<file path="src/rtl/id_ex_latch_pkg.sv">
// id_ex_latch_pkg
//   Shared definitions for the ID/EX pipeline latch: field widths, the NOP
//   opcode, the stall-run limit that flags an illegal stall, and the bundle
//   of fields that travels from ID into EX.
//   Optional feature macro used by the block: PERF_STALL_COUNT_EN.
package id_ex_latch_pkg;

  localparam int OPCODE_W = 6;
  localparam int REG_W    = 5;
  localparam int WORD_W   = 32;

  localparam logic [OPCODE_W-1:0] OP_NOP = '0;

  // A load-use stall may last one cycle; a run of two is already illegal.
  localparam logic [1:0] STALL_ERR_RUN = 2'd2;

  typedef struct packed {
    logic [OPCODE_W-1:0] opcode;
    logic [REG_W-1:0]    dest;
    logic [WORD_W-1:0]   rs_val;
    logic [WORD_W-1:0]   rt_val;
    logic [WORD_W-1:0]   imm;
    logic [WORD_W-1:0]   pc;
    logic                valid;
  } ex_fields_t;

  // Bubble: NOP with dest 0 so no downstream forward unit can match it.
  function automatic ex_fields_t bubble();
    ex_fields_t b;
    b        = '0;
    b.opcode = OP_NOP;
    b.dest   = '0;
    b.valid  = 1'b0;
    return b;
  endfunction

endpackage

</file>
<file path="src/rtl/id_ex_latch_stall_monitor.sv">
// stall_monitor
//   Watches the hold_id request and flags stalls that run longer than the
//   pipeline allows. Optionally keeps performance counters.
//   Ports:
//     clk, rst        pipeline clock, synchronous active-high reset
//     hold_id         1 when IF/ID is frozen this cycle
//     stall_err       sticky flag, set when a stall run reaches the limit
//   With PERF_STALL_COUNT_EN defined:
//     flush           squash indication from EX
//     stall_cycles    count of cycles with hold_id = 1 (wraps at 2^32)
//     bubbles_flush   count of flush cycles (wraps at 2^32)
module stall_monitor
  import id_ex_latch_pkg::*;
(
  input  logic              clk,
  input  logic              rst,
  input  logic              hold_id,
`ifdef PERF_STALL_COUNT_EN
  input  logic              flush,
  output logic [WORD_W-1:0] stall_cycles,
  output logic [WORD_W-1:0] bubbles_flush,
`endif
  output logic              stall_err
);

  logic [1:0] stall_run_d, stall_run_q;
  logic       stall_err_d, stall_err_q;
`ifdef PERF_STALL_COUNT_EN
  logic [WORD_W-1:0] stall_cycles_d, stall_cycles_q;
  logic [WORD_W-1:0] bubbles_flush_d, bubbles_flush_q;
`endif

  always_comb begin
    stall_run_d = 2'd0;
    if (hold_id) begin
      stall_run_d = (stall_run_q == 2'd3) ? 2'd3 : stall_run_q + 2'd1;
    end
    // The error latches on the same edge the run counter reaches the limit.
    stall_err_d = stall_err_q | (stall_run_d >= STALL_ERR_RUN);
`ifdef PERF_STALL_COUNT_EN
    stall_cycles_d  = hold_id ? stall_cycles_q + 32'd1 : stall_cycles_q;
    bubbles_flush_d = flush ? bubbles_flush_q + 32'd1 : bubbles_flush_q;
`endif
  end

  always_ff @(posedge clk) begin
    if (rst) begin
      stall_run_q <= 2'd0;
      stall_err_q <= 1'b0;
`ifdef PERF_STALL_COUNT_EN
      stall_cycles_q  <= '0;
      bubbles_flush_q <= '0;
`endif
    end else begin
      stall_run_q <= stall_run_d;
      stall_err_q <= stall_err_d;
`ifdef PERF_STALL_COUNT_EN
      stall_cycles_q  <= stall_cycles_d;
      bubbles_flush_q <= bubbles_flush_d;
`endif
    end
  end

  assign stall_err = stall_err_q;
`ifdef PERF_STALL_COUNT_EN
  assign stall_cycles  = stall_cycles_q;
  assign bubbles_flush = bubbles_flush_q;
`endif

endmodule

</file>
<file path="src/rtl/id_ex_latch.sv">
// id_ex_latch
//   ID/EX pipeline register with flush and load-use stall handling.
//   Edge priority: rst > flush > stall request > capture. Flush and stall
//   both load a bubble into EX; only a stall without flush holds IF/ID.
//   Ports:
//     clk, rst                  pipeline clock, synchronous active-high reset
//     id_opcode/dest/rs_val/rt_val/imm/pc   fields of the ID instruction
//     id_rs_stall, id_rt_stall  load-use stall requests from forward units
//     flush                     redirect resolved in EX, squashes ID
//     ex_*                      registered EX-stage fields, ex_valid = real
//     hold_id                   combinational freeze for IF/ID and PC
//     stall_err                 sticky illegal-stall flag
//   Optional (macro PERF_STALL_COUNT_EN): stall_cycles, bubbles_flush.
module id_ex_latch
  import id_ex_latch_pkg::*;
(
  input  logic                clk,
  input  logic                rst,
  input  logic [OPCODE_W-1:0] id_opcode,
  input  logic [REG_W-1:0]    id_dest,
  input  logic [WORD_W-1:0]   id_rs_val,
  input  logic [WORD_W-1:0]   id_rt_val,
  input  logic                id_rs_stall,
  input  logic                id_rt_stall,
  input  logic [WORD_W-1:0]   id_imm,
  input  logic [WORD_W-1:0]   id_pc,
  input  logic                flush,
  output logic [OPCODE_W-1:0] ex_opcode,
  output logic [REG_W-1:0]    ex_dest,
  output logic [WORD_W-1:0]   ex_rs_val,
  output logic [WORD_W-1:0]   ex_rt_val,
  output logic [WORD_W-1:0]   ex_imm,
  output logic [WORD_W-1:0]   ex_pc,
  output logic                ex_valid,
  output logic                hold_id,
`ifdef PERF_STALL_COUNT_EN
  output logic [WORD_W-1:0]   stall_cycles,
  output logic [WORD_W-1:0]   bubbles_flush,
`endif
  output logic                stall_err
);

  logic       stall_req;
  ex_fields_t ex_d, ex_q;

  always_comb begin
    stall_req = id_rs_stall | id_rt_stall;
    // A flush discards the ID instruction, so there is nothing to hold.
    hold_id   = stall_req & ~flush;

    ex_d = bubble();
    if (!flush && !stall_req) begin
      ex_d.opcode = id_opcode;
      ex_d.dest   = id_dest;
      ex_d.rs_val = id_rs_val;
      ex_d.rt_val = id_rt_val;
      ex_d.imm    = id_imm;
      ex_d.pc     = id_pc;
      ex_d.valid  = 1'b1;
    end
  end

  always_ff @(posedge clk) begin
    if (rst) begin
      ex_q <= bubble();
    end else begin
      ex_q <= ex_d;
    end
  end

  assign ex_opcode = ex_q.opcode;
  assign ex_dest   = ex_q.dest;
  assign ex_rs_val = ex_q.rs_val;
  assign ex_rt_val = ex_q.rt_val;
  assign ex_imm    = ex_q.imm;
  assign ex_pc     = ex_q.pc;
  assign ex_valid  = ex_q.valid;

  stall_monitor u_stall_monitor (
    .clk           (clk),
    .rst           (rst),
    .hold_id       (hold_id),
`ifdef PERF_STALL_COUNT_EN
    .flush         (flush),
    .stall_cycles  (stall_cycles),
    .bubbles_flush (bubbles_flush),
`endif
    .stall_err     (stall_err)
  );

endmodule

</file>
<file path="config.mk">
export PLATFORM = sky130hd
export DESIGN_NAME = id_ex_latch
export DESIGN_NICKNAME = d
export VERILOG_FILES = /design/src/rtl/id_ex_latch_pkg.sv /design/src/rtl/id_ex_latch_stall_monitor.sv /design/src/rtl/id_ex_latch.sv
export SDC_FILE = /design/constraint.sdc
export NUM_CORES = 1
export LEC_CHECK = 0
export CORE_AREA = 2 2 110 112
export CTS_BUF_LIST = sky130_fd_sc_hd__clkbuf_16
export DETAILED_ROUTE_END_ITERATION = 7
export DIE_AREA = 0 0 112 114
export PLACE_DENSITY = 0.84
export SETUP_SLACK_MARGIN = 0.05
export SYNTH_ARGS = -nofsm -noshare
export SYNTH_HDL_FRONTEND = slang
export SYNTH_HIERARCHICAL = 1
export SYNTH_SLANG_ARGS = --single-unit
</file>
<file path="constraint.sdc">
create_clock -name clk -period 1.3 [get_ports clk]
set_input_delay 0.26 -clock clk [delete_from_list [all_inputs] [get_ports clk]]
set_output_delay 0.26 -clock clk [all_outputs]
set_load 0.01 [all_outputs]
</file>
==> results of run 1 <==
## worst max path at each step
stage	to	slack (ps)	cells after the start
6_report	ex_rt_val[14]	60	8
2_1_floorplan	ex_imm[0]	220	4
3_5_place_dp	hold_id	-430	4
5_1_grt	ex_rt_val[29]	10	8
4_1_cts	ex_rs_val[19]	50	1
3_3_place_gp	hold_id	-420	4
## registers in the layout, summed over array words and instances, names as in the netlist
register,flops
ex_rs_val,32
ex_valid,1
ex_imm,32
u_stall_monitor/stall_err,1
ex_opcode,6
ex_pc,32
ex_rt_val,32
u_stall_monitor/stall_run_q,2
ex_dest,5
## critical path: cells and delay by family
kind	cells	cell delay, ps
buf+inv	6	930
simple gates	2	410
## routing by layer
layer  track usage [%]  routed length (um)  up-vias  part of all wire [%]
met4             8.943                 312        0                   2.7
li1                  -                   -     1551                     -
met1             17.25                4015     1441                    35
met5                 0                   0        -                     0
met2             32.20                5985      180                    52
met3             9.405                1302       23                    11
## through the flow
step,instance area [um2],TNS (ps),setup slack (ps),cells,utilization (%)
CTS,7751,0,50.17,776,66.19
floorplan,3889,0,216.9,307,-
global placement,6975,-49980,-416.9,736,59.56
finish,7487,0,63.39,778,63.93
global route,7487,0,10.47,778,63.93
detailed placement,6975,-51440,-428.3,736,59.56
## power by group through the flow
stage / Combinational (W) / Clock [W] / Sequential (W)
after floorplan: 0.0000851 / 0 / 0.00462
after global placement: 0.000722 / 0 / 0.00457
after detailed placement: 0.000735 / 0 / 0.00458
after CTS: 0.000740 / 0.00481 / 0.00448
after global routing: 0.000779 / 0.00502 / 0.00449
final: 0.000730 / 0.00471 / 0.00448
## cell usage in the layout (no fill, tap or decap), types with 4 or more instances in the layout
master,n
and2_1,132
and2_4,7
buf_12,4
buf_2,12
buf_4,11
clkbuf_16,18
clkbuf_2,51
clkdlybuf4s15_1,58
clkdlybuf4s15_2,22
clkdlybuf4s50_1,140
clkinv_2,5
dfxtp_1,141
inv_1,5
nor2_1,4
## synthesized netlist by cell type (all sizes together)
cell      n  area [um2]
clkbuf   13       61.31
dfxtp   143        2863
and2    139       869.6
a21oi     1       8.760
nor2      4       15.01
inv       2       7.510
buf       2       16.26
nand2b    1       13.76
nor4      1       21.27
o22ai     1       12.51
## final cells by class
cell class / instances / area (um2) / share of cell area [%]
Multi-Input combinational cell: 147 / 958.4 / 12.80
Inverter: 2 / 7.507 / 0.1003
Clock inverter: 15 / 155.1 / 2.072
Timing Repair Buffer: 307 / 2892 / 38.62
Clock buffer: 17 / 425.4 / 5.682
Sequential cell: 143 / 2865 / 38.27
Tap cell: 147 / 183.9 / 2.457
## logic make-up after synthesis
family,count (synthesis)
AO/OA/AOI/OAI,2
AND/OR/NAND/NOR,145
flip-flops,143
buffers and inverters,17
## timing repair
item                                    4_1_cts  5_1_grt
pin swaps                                     1        1
resized for setup                           321       79
endpoints found under the setup margin      166      143
cloned                                        4        1
setup buffers                                 4        2
hold buffers                                  0        0
==> reports/qor.yml, run 1 <==
run_status:
  status: "completed"
synthesis:
  ys_seq_area_share_pct: 73.62
  ys_ff_latch: 143
  synth-simple-area-share_pct: 23.65
  synth_mux_area_share_pct: 0
  syn_nets: 451
  synth_compound_area_share_pct: 0.5470
  synth_area_um2: 3889
  synthXorXnorAreaFrac_pct: 0
  avgSynthCellArea_um2: 12.67
  synth_top_family_by_area: "simple AND/OR/NAND/NOR gates"
  ys_warn_count: 6
  yosys.cell_types.count: 12
  synth-adder-area-share_pct: 0
  syn_inst: 307
pwr:
  intPower_w: 0.007969
  power.net_switching_w: 0.001954
  power_frac_seq_pct: 45.2
  clock_power_share_pct: 47.5
  peakVddDrop_uv: 1002
  p_comb_share_pct: 7.4
  power.leakage_nw: 3.273
  total_power_w: 0.009923
  powerDensity_nw_per_um2: 1325
  swShare_pct: 19.69
drt:
  vias: 3195
  drt_iter0_markers: 96
  ant_nets: 0
  drc: 0
  dr.pass1.iters: 4
  post_drt_wl_per_cell_um: 14.93
  routed_wl_um: 11620
  vias_per_cell: 4.107
critical_path:
  r2r-start: "u_stall_monitor/stall_run_q[0]"
  rr_worst_depth: 2
  start_kind: "primary input"
  slowest_delay_ps: 280
  crit_slowest_cell: "nor4_4"
  reg2reg_to: "u_stall_monitor/stall_err"
  arrival_ps: 1590
  path_class: "in -> reg"
  startpoint: "id_rs_stall"
  worstPathMaxFanout: 11
  regToRegSetupSlack_ps: 570
  path_cells: "dlygate4sd2_1, buf_4, nor4_4, buf_4, buf_12, buf_12, buf_16, and2_1"
  worst_setup_path_end_kind: "flip-flop"
  cp.required_ps: 1650
timing:
  hold_violations: 0
  max_freq_mhz: 808.7
  rsz0062_at_grt: "true"
  finalSetupViolCount: 0
  min_period_ps: 1237
  hold_ws_ps: 404.7
  skew_ps: 1.732
  fin_crit_sh_pct: 95.12
  slew_headroom_pct: 84.20
  final_max_slew_viol_count: 0
  tightest_slew_ps: 235.2
cells_and_area:
  area_growth_pct: 92.54
  diodes: 0
  layout.nets: 762
  drive_above_1_share_pct: 23.45
  n_fill_cell: 900
placed_design:
  gp_congestion: 0.7735
  dp_hpwl_um: 8138
  io_buffers: 285
clock_network:
  cts_buffer_depth: 2
  cts_tree: "yes"
  insertion_delay_ps: 410
  path_clk_slew_ps: 60
  numCtsBuffers: 17
  numClockSinks: 143
  cts_max_level: 4
  cts_root_buf: "clkbuf_16"
grt:
  antenna_found_initial: 1
  overflow: 0
  grt_start_max_net_pins: 36
  grt.total_usage_pct: 18.11
  grt_pass1_wl_um: 17560
  first_global_vias: 3459
worst_hold_path:
  hp-start: "id_rs_val[25]"
  hold_depth: 2
  holdPathEnd: "ex_rs_val[25]"
  hold_path_class: "in -> reg"
floorplanning:
  die_w_um: 112
  core_area_um2: 11710
  rows: 40
  fp.dieArea_um2: 12770
  ioPinCount: 286
  initial_core_util_pct: 33.21
  die_h_um: 114
run:
  drv_cap: 0
Note: power is estimated with default switching activity, not from simulation.
==> inputs of run 2 (changes only) <==
--- a/config.mk
+++ b/config.mk
@@ -11,6 +11,7 @@
 export DIE_AREA = 0 0 112 114
 export PLACE_DENSITY = 0.84
 export SETUP_SLACK_MARGIN = 0.05
+export SKIP_CTS_REPAIR_TIMING = 1
 export SYNTH_ARGS = -nofsm -noshare
 export SYNTH_HDL_FRONTEND = slang
 export SYNTH_HIERARCHICAL = 1
==> reports/qor.yml, run 2 (synthesis gave the netlist of run 1 again) <==
floorplanning:
  core_area_um2: 11710  # unchanged
  ioPinCount: 286  # unchanged
  die_h_um: 114  # unchanged
  initial_core_util_pct: 33.21  # unchanged
  fp.dieArea_um2: 12770  # unchanged
  die_w_um: 112  # unchanged
  rows: 40  # unchanged
cells_and_area:
  area_growth_pct: 105.7
  stdcell_area_um2: 7998  # +6.8%
  diodes: 0  # unchanged
  finalCoreUtilization_pct: 68.29  # +4.4 points
  final_common_cell: "dlymetal6s2s_1"
  layout.nets: 755  # -0.92%
  drive_above_1_share_pct: 7.532  # -16 points
  layout_common_cells: "145 x dlymetal6s2s_1, 143 x dfxtp_1, 140 x clkdlybuf4s50_1, 139 x and2_1, 20 x clkbuf_16"
  fin_cells: 771  # -0.90%
worst_hold_path:
  holdPathEnd: "u_stall_monitor/stall_run_q[0]"
  hp-start: "flush"
  hold_depth: 5  # +3
  hold_path_class: "in -> reg"
drt:
  drc: 0  # unchanged
  vias_per_cell: 4.148  # +1.0%
  routed_wl_um: 11700  # +0.70%
  ant_nets: 0  # unchanged
  dr.pass1.iters: 4  # unchanged
  vias: 3198  # +0.094%
  post_drt_wl_per_cell_um: 15.17  # +1.6%
  drt_iter0_markers: 90  # -6.3%
clock_network:
  numClockSinks: 143  # unchanged
  cts_max_level: 4  # unchanged
  cts_tree: "yes"
  cts_root_buf: "clkbuf_16"
  cts_buffer_depth: 2  # unchanged
  insertion_delay_ps: 410  # about the same
  numCtsBuffers: 17  # unchanged
  path_clk_slew_ps: 60  # about the same
critical_path:
  path_cells: "dlymetal6s2s_1"
  worst_setup_path_end_kind: "output pin"
  cp_num_buf_inv: 1  # -5
  worstPathMaxFanout: 1  # -10
  rr_worst_depth: 2  # unchanged
  arrival_ps: 970  # -620 ps
  reg2reg_to: "u_stall_monitor/stall_err"
  start_kind: "flip-flop"
  cp_top_family: "flip-flops"
  cp.required_ps: 1040  # -610 ps
  path_class: "reg -> out"
  r2r-start: "u_stall_monitor/stall_run_q[0]"
  slowest_delay_ps: 350  # +70 ps
  crit_slowest_cell: "dfxtp_1"
  regToRegSetupSlack_ps: 580  # about the same
placed_design:
  gp_congestion: 0.7735  # unchanged
  post_dp_cell_area_um2: 6975  # unchanged
  place_inst: 736  # unchanged
  dp_hpwl_um: 8138  # unchanged
  io_buffers: 285  # unchanged
timing:
  rsz0062_at_grt: "false"
  tightest_slew_ps: 237.6  # +2.319 ps
  hold_violations: 0  # unchanged
  fin_setup_tns_ps: 0  # unchanged
  final_max_slew_viol_count: 0  # unchanged
  min_period_ps: 1230  # -6.993 ps
  hold_ws_ps: 311.0  # -93.73 ps
  finalSetupViolCount: 0  # unchanged
  skew_ps: 1.175  # -0.5565 ps
  slew_headroom_pct: 84.04  # -0.16 points
  fin_crit_sh_pct: 94.59  # -0.54 points
  max_freq_mhz: 813.3  # +0.57%
grt:
  grt.total_usage_pct: 16.57  # -1.5 points
  grt_start_max_net_pins: 45  # +25%
  overflow: 0  # unchanged
  antenna_found_initial: 0  # -1
  first_global_vias: 3266  # -5.6%
  grt_pass1_wl_um: 16140  # -8.1%
pwr:
  power.leakage_nw: 5.636  # +72%
  peakVddDrop_uv: 991.1  # -1.1%
  powerDensity_nw_per_um2: 1241  # -6.4%
run_status:
  status: "completed"
run:
  drv_cap: 0  # unchanged
==> run 2: changes by cell type in the layout (fill, tap and decap cells not counted), sizes merged <==
cell           change
clkdlybuf4s15     -80
clkbuf            -49
buf               -20
dlymetal6s2s     +145
bufbuf             -1
dlygate4sd2        -2
==> run 2: area by class of cell <==
class	count	area, um2
clock inverters	15	155.1
flip-flops and latches	143	2863
multi-input cells	147	940.9
fillers	797	3714
inverters	2	7.507
repair buffers	300	3422
well taps	147	183.9
clock buffers	17	425.4
==> run 2: worst max-delay path by stage <==
stage                   from            end  slack (ps)  cells past startpoint
2_1_floorplan    id_rt_stall      ex_imm[0]         220                      4
3_3_place_gp     id_rt_stall        hold_id        -420                      4
3_5_place_dp     id_rs_stall        hold_id        -430                      4
4_1_cts          id_rs_stall        hold_id        -440                      4
5_1_grt        ex_rt_val[15]  ex_rt_val[15]          60                      1
6_report       ex_rt_val[15]  ex_rt_val[15]          70                      1
==> run 2: per-stage QoR <==
| stage | power [W] | setup WS [ps] |
|---|---|---|
| 3_5_place_dp | 0.005313 | -428.3 |
| 6_report | 0.009926 | 70.38 |
| 2_1_floorplan | 0.004701 | 216.9 |
| 4_1_cts | 0.01003 | -441.5 |
| 5_1_grt | 0.01029 | 59.71 |
| 3_3_place_gp | 0.005297 | -416.9 |
==> run 2: where the power goes <==
group | internal (W) | total, W | switching, W
logic | 0.000547 | 0.000733 | 0.000186
registers | 0.00446 | 0.00448 | 0.0000194
clock network | 0.00297 | 0.00471 | 0.00174
total | 0.00798 | 0.00993 | 0.00195
==> run 2: routing by layer <==
metal  routed length [um]  global-route usage (%)  up-vias
li1                     -                       -     1535
met1                 3981                   15.68     1442
met2                 6056                   29.01      190
met3                 1251                   8.767       31
met4                  408                   9.106        0
met5                    0                       0        -
